File: config.mk
export PLATFORM = sky130hd
export DESIGN_NAME = wishbone_gpio_bank_flat
export DESIGN_NICKNAME = d
export VERILOG_FILES = /design/src/rtl/wishbone_gpio_bank_if.sv /design/src/rtl/wishbone_gpio_bank.sv /design/src/flat_wrapper.sv
export SDC_FILE = /design/constraint.sdc
export NUM_CORES = 1
export LEC_CHECK = 0
export BUFFER_PORTS_ARGS = -buffer_cell sky130_fd_sc_hd__buf_2
export CORE_ASPECT_RATIO = 1.1
export CORE_UTILIZATION = 30
export CTS_CLUSTER_DIAMETER = 100
export DETAILED_ROUTE_END_ITERATION = 12
export GPL_TIMING_DRIVEN = 1
export HOLD_SLACK_MARGIN = 0.12
export MAX_ROUTING_LAYER = met4
export PLACE_DENSITY = 0.52
export SLEW_MARGIN = 20
export SYNTH_ARGS = -nofsm -noshare
export SYNTH_HDL_FRONTEND = slang
export SYNTH_SLANG_ARGS = --single-unit
export TNS_END_PERCENT = 10
File: constraint.sdc
create_clock -name clk_i -period 15.11 [get_ports clk_i]
set_input_delay 2.2665 -clock clk_i [delete_from_list [all_inputs] [get_ports clk_i]]
set_output_delay 2.2665 -clock clk_i [all_outputs]
set_load 0.005 [all_outputs]
File: src/rtl/wishbone_gpio_bank_if.sv
// Wishbone classic slave bus bundle for the GPIO bank.
// Signal names keep the master/slave _i/_o suffixes as seen from the slave.
interface wishbone_gpio_bank_if #(
  parameter int DATA_WIDTH   = 32,
  parameter int SELECT_WIDTH = 4
);
  localparam int SB = $clog2(SELECT_WIDTH);

  logic                    cyc_i;
  logic                    stb_i;
  logic                    we_i;
  logic [SB+4:0]           adr_i;
  logic [SELECT_WIDTH-1:0] sel_i;
  logic [DATA_WIDTH-1:0]   dat_i;
  logic [DATA_WIDTH-1:0]   dat_o;
  logic                    ack_o;
  logic                    err_o;
  logic                    rty_o;
  logic [1:0]              tgd_o;

  modport master (
    output cyc_i, stb_i, we_i, adr_i, sel_i, dat_i,
    input  dat_o, ack_o, err_o, rty_o, tgd_o
  );

  modport slave (
    input  cyc_i, stb_i, we_i, adr_i, sel_i, dat_i,
    output dat_o, ack_o, err_o, rty_o, tgd_o
  );
endinterface

File: src/rtl/wishbone_gpio_bank.sv
// Wishbone GPIO bank: output/direction registers with set/clear/toggle write modes,
// synchronized inputs, sticky edge-detect status and a level interrupt.
module wishbone_gpio_bank #(
  parameter int                    DATA_WIDTH   = 32,
  parameter int                    SELECT_WIDTH = 4,
  parameter int                    SYNC_STAGES  = 2,
  parameter logic [DATA_WIDTH-1:0] RESET_OUT    = '0,
  parameter logic [DATA_WIDTH-1:0] RESET_DIR    = '0,
  parameter logic [1:0]            TGD          = 2'h0
) (
  input  logic                  clk_i,
  input  logic                  reset,
  wishbone_gpio_bank_if.slave   wb,
  input  logic [DATA_WIDTH-1:0] gpio_in,
  output logic [DATA_WIDTH-1:0] gpio_out,
  output logic [DATA_WIDTH-1:0] gpio_oe,
  output logic                  irq
);
  localparam int G  = DATA_WIDTH / SELECT_WIDTH;
  localparam int SB = $clog2(SELECT_WIDTH);

  logic [DATA_WIDTH-1:0] out_reg, dir_reg, rise_reg, fall_reg, stat_reg, mask_reg;
  logic [DATA_WIDTH-1:0] out_next, dir_next, rise_next, fall_next, stat_next, mask_next;
  logic [DATA_WIDTH-1:0] dat_reg;
  logic                  ack_reg, err_reg;
  logic [SYNC_STAGES-1:0][DATA_WIDTH-1:0] sync_reg;
  logic [DATA_WIDTH-1:0] prev_reg;

  logic [DATA_WIDTH-1:0] sel_mask, wdat_masked, w1c, rd_data, pin_sync, pin_event;
  logic [1:0]            mode;
  logic [2:0]            reg_idx;
  logic                  accept, bad_access, do_write;

  // Expand granule selects into a per-bit write mask.
  for (genvar gi = 0; gi < SELECT_WIDTH; gi++) begin : g_sel
    assign sel_mask[gi*G +: G] = {G{wb.sel_i[gi]}};
  end

  assign mode        = wb.adr_i[SB+1:SB];
  assign reg_idx     = wb.adr_i[SB+4:SB+2];
  assign wdat_masked = wb.dat_i & sel_mask;

  // No pipelining: a new request is only taken once the previous termination has dropped.
  assign accept     = wb.cyc_i & wb.stb_i & ~ack_reg & ~err_reg;
  assign bad_access = (reg_idx == 3'd7) | (wb.we_i & (reg_idx == 3'd2));
  assign do_write   = accept & wb.we_i & ~bad_access;

  assign pin_sync  = sync_reg[SYNC_STAGES-1];
  assign pin_event = (~prev_reg & pin_sync & rise_reg) | (prev_reg & ~pin_sync & fall_reg);

  function automatic logic [DATA_WIDTH-1:0] rw_update(
    input logic [DATA_WIDTH-1:0] old,
    input logic [DATA_WIDTH-1:0] dm,
    input logic [DATA_WIDTH-1:0] msk,
    input logic [1:0]            m
  );
    case (m)
      2'd0:    rw_update = (old & ~msk) | dm;
      2'd1:    rw_update = old | dm;
      2'd2:    rw_update = old & ~dm;
      default: rw_update = old ^ dm;
    endcase
  endfunction

  always_comb begin
    rd_data = '0;
    case (reg_idx)
      3'd0:    rd_data = out_reg;
      3'd1:    rd_data = dir_reg;
      3'd2:    rd_data = pin_sync;
      3'd3:    rd_data = rise_reg;
      3'd4:    rd_data = fall_reg;
      3'd5:    rd_data = stat_reg;
      3'd6:    rd_data = mask_reg;
      default: rd_data = '0;
    endcase
  end

  always_comb begin
    out_next  = out_reg;
    dir_next  = dir_reg;
    rise_next = rise_reg;
    fall_next = fall_reg;
    mask_next = mask_reg;
    w1c       = '0;
    if (do_write) begin
      case (reg_idx)
        3'd0:    out_next  = rw_update(out_reg,  wdat_masked, sel_mask, mode);
        3'd1:    dir_next  = rw_update(dir_reg,  wdat_masked, sel_mask, mode);
        3'd3:    rise_next = rw_update(rise_reg, wdat_masked, sel_mask, mode);
        3'd4:    fall_next = rw_update(fall_reg, wdat_masked, sel_mask, mode);
        3'd5:    w1c       = wdat_masked;
        3'd6:    mask_next = rw_update(mask_reg, wdat_masked, sel_mask, mode);
        default: ;
      endcase
    end
    // A new event on the same edge as its clear leaves the bit set.
    stat_next = (stat_reg & ~w1c) | pin_event;
  end

  always_ff @(posedge clk_i or posedge reset) begin
    if (reset) begin
      out_reg  <= RESET_OUT;
      dir_reg  <= RESET_DIR;
      rise_reg <= '0;
      fall_reg <= '0;
      stat_reg <= '0;
      mask_reg <= '0;
      dat_reg  <= '0;
      ack_reg  <= 1'b0;
      err_reg  <= 1'b0;
      sync_reg <= '0;
      prev_reg <= '0;
    end else begin
      out_reg  <= out_next;
      dir_reg  <= dir_next;
      rise_reg <= rise_next;
      fall_reg <= fall_next;
      stat_reg <= stat_next;
      mask_reg <= mask_next;
      ack_reg  <= accept & ~bad_access;
      err_reg  <= accept & bad_access;
      if (accept) dat_reg <= rd_data;
      sync_reg <= {sync_reg[SYNC_STAGES-2:0], gpio_in};
      prev_reg <= pin_sync;
    end
  end

  assign wb.dat_o = dat_reg;
  assign wb.ack_o = ack_reg;
  assign wb.err_o = err_reg;
  assign wb.rty_o = 1'b0;
  assign wb.tgd_o = TGD;
  assign gpio_out = out_reg;
  assign gpio_oe  = dir_reg;
  assign irq      = |(stat_reg & mask_reg);
endmodule

File: src/flat_wrapper.sv
// flat-port wrapper written by rule: the top's interface ports become plain ports
module wishbone_gpio_bank_flat 
#(
  parameter int                    DATA_WIDTH   = 32,
  parameter int                    SELECT_WIDTH = 4,
  parameter int                    SYNC_STAGES  = 2,
  parameter logic [DATA_WIDTH-1:0] RESET_OUT    = '0,
  parameter logic [DATA_WIDTH-1:0] RESET_DIR    = '0,
  parameter logic [1:0]            TGD          = 2'h0
)
  (clk_i, reset, gpio_in, gpio_out, gpio_oe, irq, wb_cyc_i, wb_stb_i, wb_we_i, wb_adr_i, wb_sel_i, wb_dat_i, wb_dat_o, wb_ack_o, wb_err_o, wb_rty_o, wb_tgd_o);
  wishbone_gpio_bank_if #(.DATA_WIDTH(DATA_WIDTH), .SELECT_WIDTH(SELECT_WIDTH)) wb_i ();
  input  logic clk_i;
  input  logic reset;
  input  logic [DATA_WIDTH-1:0] gpio_in;
  output logic [DATA_WIDTH-1:0] gpio_out;
  output logic [DATA_WIDTH-1:0] gpio_oe;
  output logic irq;
  input wire logic [$bits(wb_i.cyc_i)-1:0] wb_cyc_i;
  input wire logic [$bits(wb_i.stb_i)-1:0] wb_stb_i;
  input wire logic [$bits(wb_i.we_i)-1:0] wb_we_i;
  input wire logic [$bits(wb_i.adr_i)-1:0] wb_adr_i;
  input wire logic [$bits(wb_i.sel_i)-1:0] wb_sel_i;
  input wire logic [$bits(wb_i.dat_i)-1:0] wb_dat_i;
  output wire logic [$bits(wb_i.dat_o)-1:0] wb_dat_o;
  output wire logic [$bits(wb_i.ack_o)-1:0] wb_ack_o;
  output wire logic [$bits(wb_i.err_o)-1:0] wb_err_o;
  output wire logic [$bits(wb_i.rty_o)-1:0] wb_rty_o;
  output wire logic [$bits(wb_i.tgd_o)-1:0] wb_tgd_o;
  assign wb_i.cyc_i = wb_cyc_i;
  assign wb_i.stb_i = wb_stb_i;
  assign wb_i.we_i = wb_we_i;
  assign wb_i.adr_i = wb_adr_i;
  assign wb_i.sel_i = wb_sel_i;
  assign wb_i.dat_i = wb_dat_i;
  assign wb_dat_o = wb_i.dat_o;
  assign wb_ack_o = wb_i.ack_o;
  assign wb_err_o = wb_i.err_o;
  assign wb_rty_o = wb_i.rty_o;
  assign wb_tgd_o = wb_i.tgd_o;
  wishbone_gpio_bank #(.DATA_WIDTH(DATA_WIDTH), .SELECT_WIDTH(SELECT_WIDTH), .SYNC_STAGES(SYNC_STAGES), .RESET_OUT(RESET_OUT), .RESET_DIR(RESET_DIR), .TGD(TGD)) u_core (.clk_i(clk_i), .reset(reset), .wb(wb_i), .gpio_in(gpio_in), .gpio_out(gpio_out), .gpio_oe(gpio_oe), .irq(irq));
endmodule
==> results.cfg <==
[sta]
finalSetupViolations = 0
layout_min_cycle_time_ps = 4840
fin_tns_setup_ps = 0
worst_pin_slew_ps = 1150
fmax_mhz = 207
finClkSkew_ps = 29.6
maxSlewHeadroom_pct = 22.9
min_period_over_period_pct = 32.0
hold_viol = 0
rsz0062_at_grt = no
slew_violations = 0

[cts]
cts_made_buffers = 41
cts-root-buf = clkbuf_16
cts_tree = yes
ctsHtreeMaxLevel = 2
insertion_delay_ps = 580
cts.clk_slew.worst_paths_ps = 60
cts_hold_buffers = 0
cts_sinks = 322
cts_buffer_depth = 3
cts_resized = 0
cts_setup_buffers = 0

[hold_path]
min_to = u_core.pin_sync[19]
hold_start = u_core.sync_reg[19]
hold_depth = 0
hold_class = reg2reg

[flow_run]
max_cap_violations = 0

[layout]
instances_no_fill = 2671
n_fill_cell = 5897
final_core_util_pct = 35.2
nets = 2117
area_delta_synth_final_pct = 16.1
layout-drive-gt1-share_pct = 16.1

[power]
vdd_drop_max_mv = 0.0807
p_per_area_nw_per_um2 = 127
leakage_uw = 0.00915

[outcome]
status = finished, violations left
violations = design-rule violations

[global_route]
grt_pass1_wl_mm = 94.0
grt_max_degree = 127
track_usage_pct = 21.2
gr-total-overflow = 0
grt_antenna_before_repair = 2
grt_pass1_vias = 14900

[worst_setup_path]
critical_path_required_ps = 15560
rr_endpoint = u_core.gpio_out[10]
r2r_slack_ps = 11900
path_max_fanout = 33
endpoint_kind = flip-flop
reg2reg_from = u_core.wb.ack_o
critPathArrivalTime_ps = 5290
start_kind = input port
ff2ff_path_depth = 6
cp-startpoint = wb_adr_i[6]
path_class = in2reg

[route]
dr.pass1.iters = 9
drt-total-wl_mm = 62.5
dr.first_iter.drc_count = 1126
vias = 15000
post_drt_wl_per_cell_um = 23.4
remaining_drc_errors = 12
detail-route-antenna-nets = 0
viasPerCell = 5.61

[floorplanning]
initial_utilization_pct = 30.3
num_rows = 93
die_w_um = 234
io_pins = 182
die_y_um = 257
die_area_sq_um = 60200
core-area_sq_um = 58500

[synthesis]
syn_inst = 1765
synth_edf_count = 0
ys_dominant_reg_cell = dfrtp_1
yosysUniqueCellTypes = 45
ys_warn_count = 0
ys_async_sr_fraction_pct = 100
synth.ff_latch_count = 322
syn_area_sq_um = 17800
yosysSeqAreaShare_pct = 45.4
avgSynthCellArea_sq_um = 10.1

[placement]
port_buffers = 176
dp_hpwl_mm = 41.2
placed_cells = 2594
place_congestion = 0.823
[worst max path at each step]
| stage | to | slack [ps] | cells past startpoint |
|---|---|---|---|
| 6_report | u_core.mask_reg[12] | 10270 | 6 |
| 5_1_grt | u_core.gpio_oe[0] | 10080 | 7 |
| 4_1_cts | u_core.mask_reg[12] | 10310 | 6 |
| 3_5_place_dp | u_core.mask_reg[12] | 9720 | 6 |
| 3_3_place_gp | u_core.mask_reg[13] | 9720 | 6 |
| 2_1_floorplan | u_core.fall_reg[0] | 3930 | 1 |
[per-layer routing]
layer | up-vias | global-route usage [%] | wire (um)
met1 | 7550 | 26.7 | 26800
met3 | 103 | 3.54 | 3320
met4 | 0 | 8.06 | 2140
met5 | - | - | 0
li1 | 6913 | - | -
met2 | 430 | 34.0 | 30200
[Yosys cell counts, types with 19 or more instances]
| library cell | number | area [sq um] |
|---|---|---|
| mux2_2 | 26 | 293 |
| clkbuf_1 | 74 | 278 |
| o2bb2ai_1 | 54 | 473 |
| ha_1 | 160 | 2000 |
| a22o_1 | 134 | 1170 |
| a22oi_1 | 19 | 143 |
| buf_2 | 41 | 205 |
| mux2i_1 | 35 | 350 |
| a21oi_1 | 249 | 1250 |
| nand2_1 | 197 | 739 |
| dfrtp_1 | 322 | 8060 |
| o211ai_1 | 65 | 488 |
| nand3b_1 | 33 | 248 |
| nor2_1 | 80 | 300 |
| o21ai_0 | 146 | 731 |
| a32oi_1 | 41 | 359 |
[critical path, cell delays in order]
cell     delay, ps
buf_2          600
nor2b_4        920
and4_1         500
buf_4          350
nand2_1        310
a22o_1         320
[report_power, final]
group	leakage (uW)	total [uW]	internal [uW]	switching, uW
Combinational	0.00451	500	231	269
Sequential	0.00396	1100	969	127
Clock	0.000684	1010	609	403
Total	0.00915	2610	1810	799
[cell type report]
cell class                      instances  area [sq um]  area share (%)
Sequential cell                       322          8060            39.1
Multi-Input combinational cell       1307          9120            44.2
Timing Repair Buffer                  199          1070            5.19
Clock inverter                         12           124           0.601
Tap cell                              760           951            4.61
Inverter                                6          30.0           0.146
Antenna cell                            2          5.00          0.0243
Clock buffer                           63          1260            6.12
[cell usage in the layout (no fill, tap or decap), drive strengths merged, types with 3 or more instances in the layout]
cell | netlist | final
dfrtp | 322 | 322
a21oi | 249 | 249
nand2 | 203 | 203
buf | 58 | 198
ha | 160 | 160
o21ai | 146 | 146
a22o | 134 | 134
nor2 | 80 | 80
o211ai | 65 | 65
clkbuf | 74 | 64
o2bb2ai | 54 | 54
a32oi | 41 | 41
mux2i | 35 | 35
nand3b | 33 | 33
mux2 | 26 | 26
a22oi | 19 | 19
a221oi | 10 | 10
clkinv | 0 | 9
a211oi | 7 | 7
nand3 | 6 | 6
inv | 6 | 6
nand4 | 5 | 5
nor2b | 5 | 5
a21o | 4 | 4
o22a | 3 | 3
conb | 1 | 3
[metrics by stage]
stage	hold slack (ps)	cell area, sq um	power, uW	setup slack, ps
2_1_floorplan	331	17800	1400	3930
3_3_place_gp	335	19200	1590	9720
3_5_place_dp	335	19200	1610	9720
4_1_cts	348	20600	2640	10310
5_1_grt	351	20600	2750	10080
6_report	345	20600	2610	10270
[cell families after synthesis]
| kind of cell | synth area share, % |
|---|---|
| simple gates | 8.79 |
| other cells | 0.0211 |
| flops | 45.4 |
| buf+inv | 3.57 |
| compound gates | 27.2 |
| mux | 3.75 |
| fa+ha+maj | 11.3 |
Power figures use the tool's default switching activity.
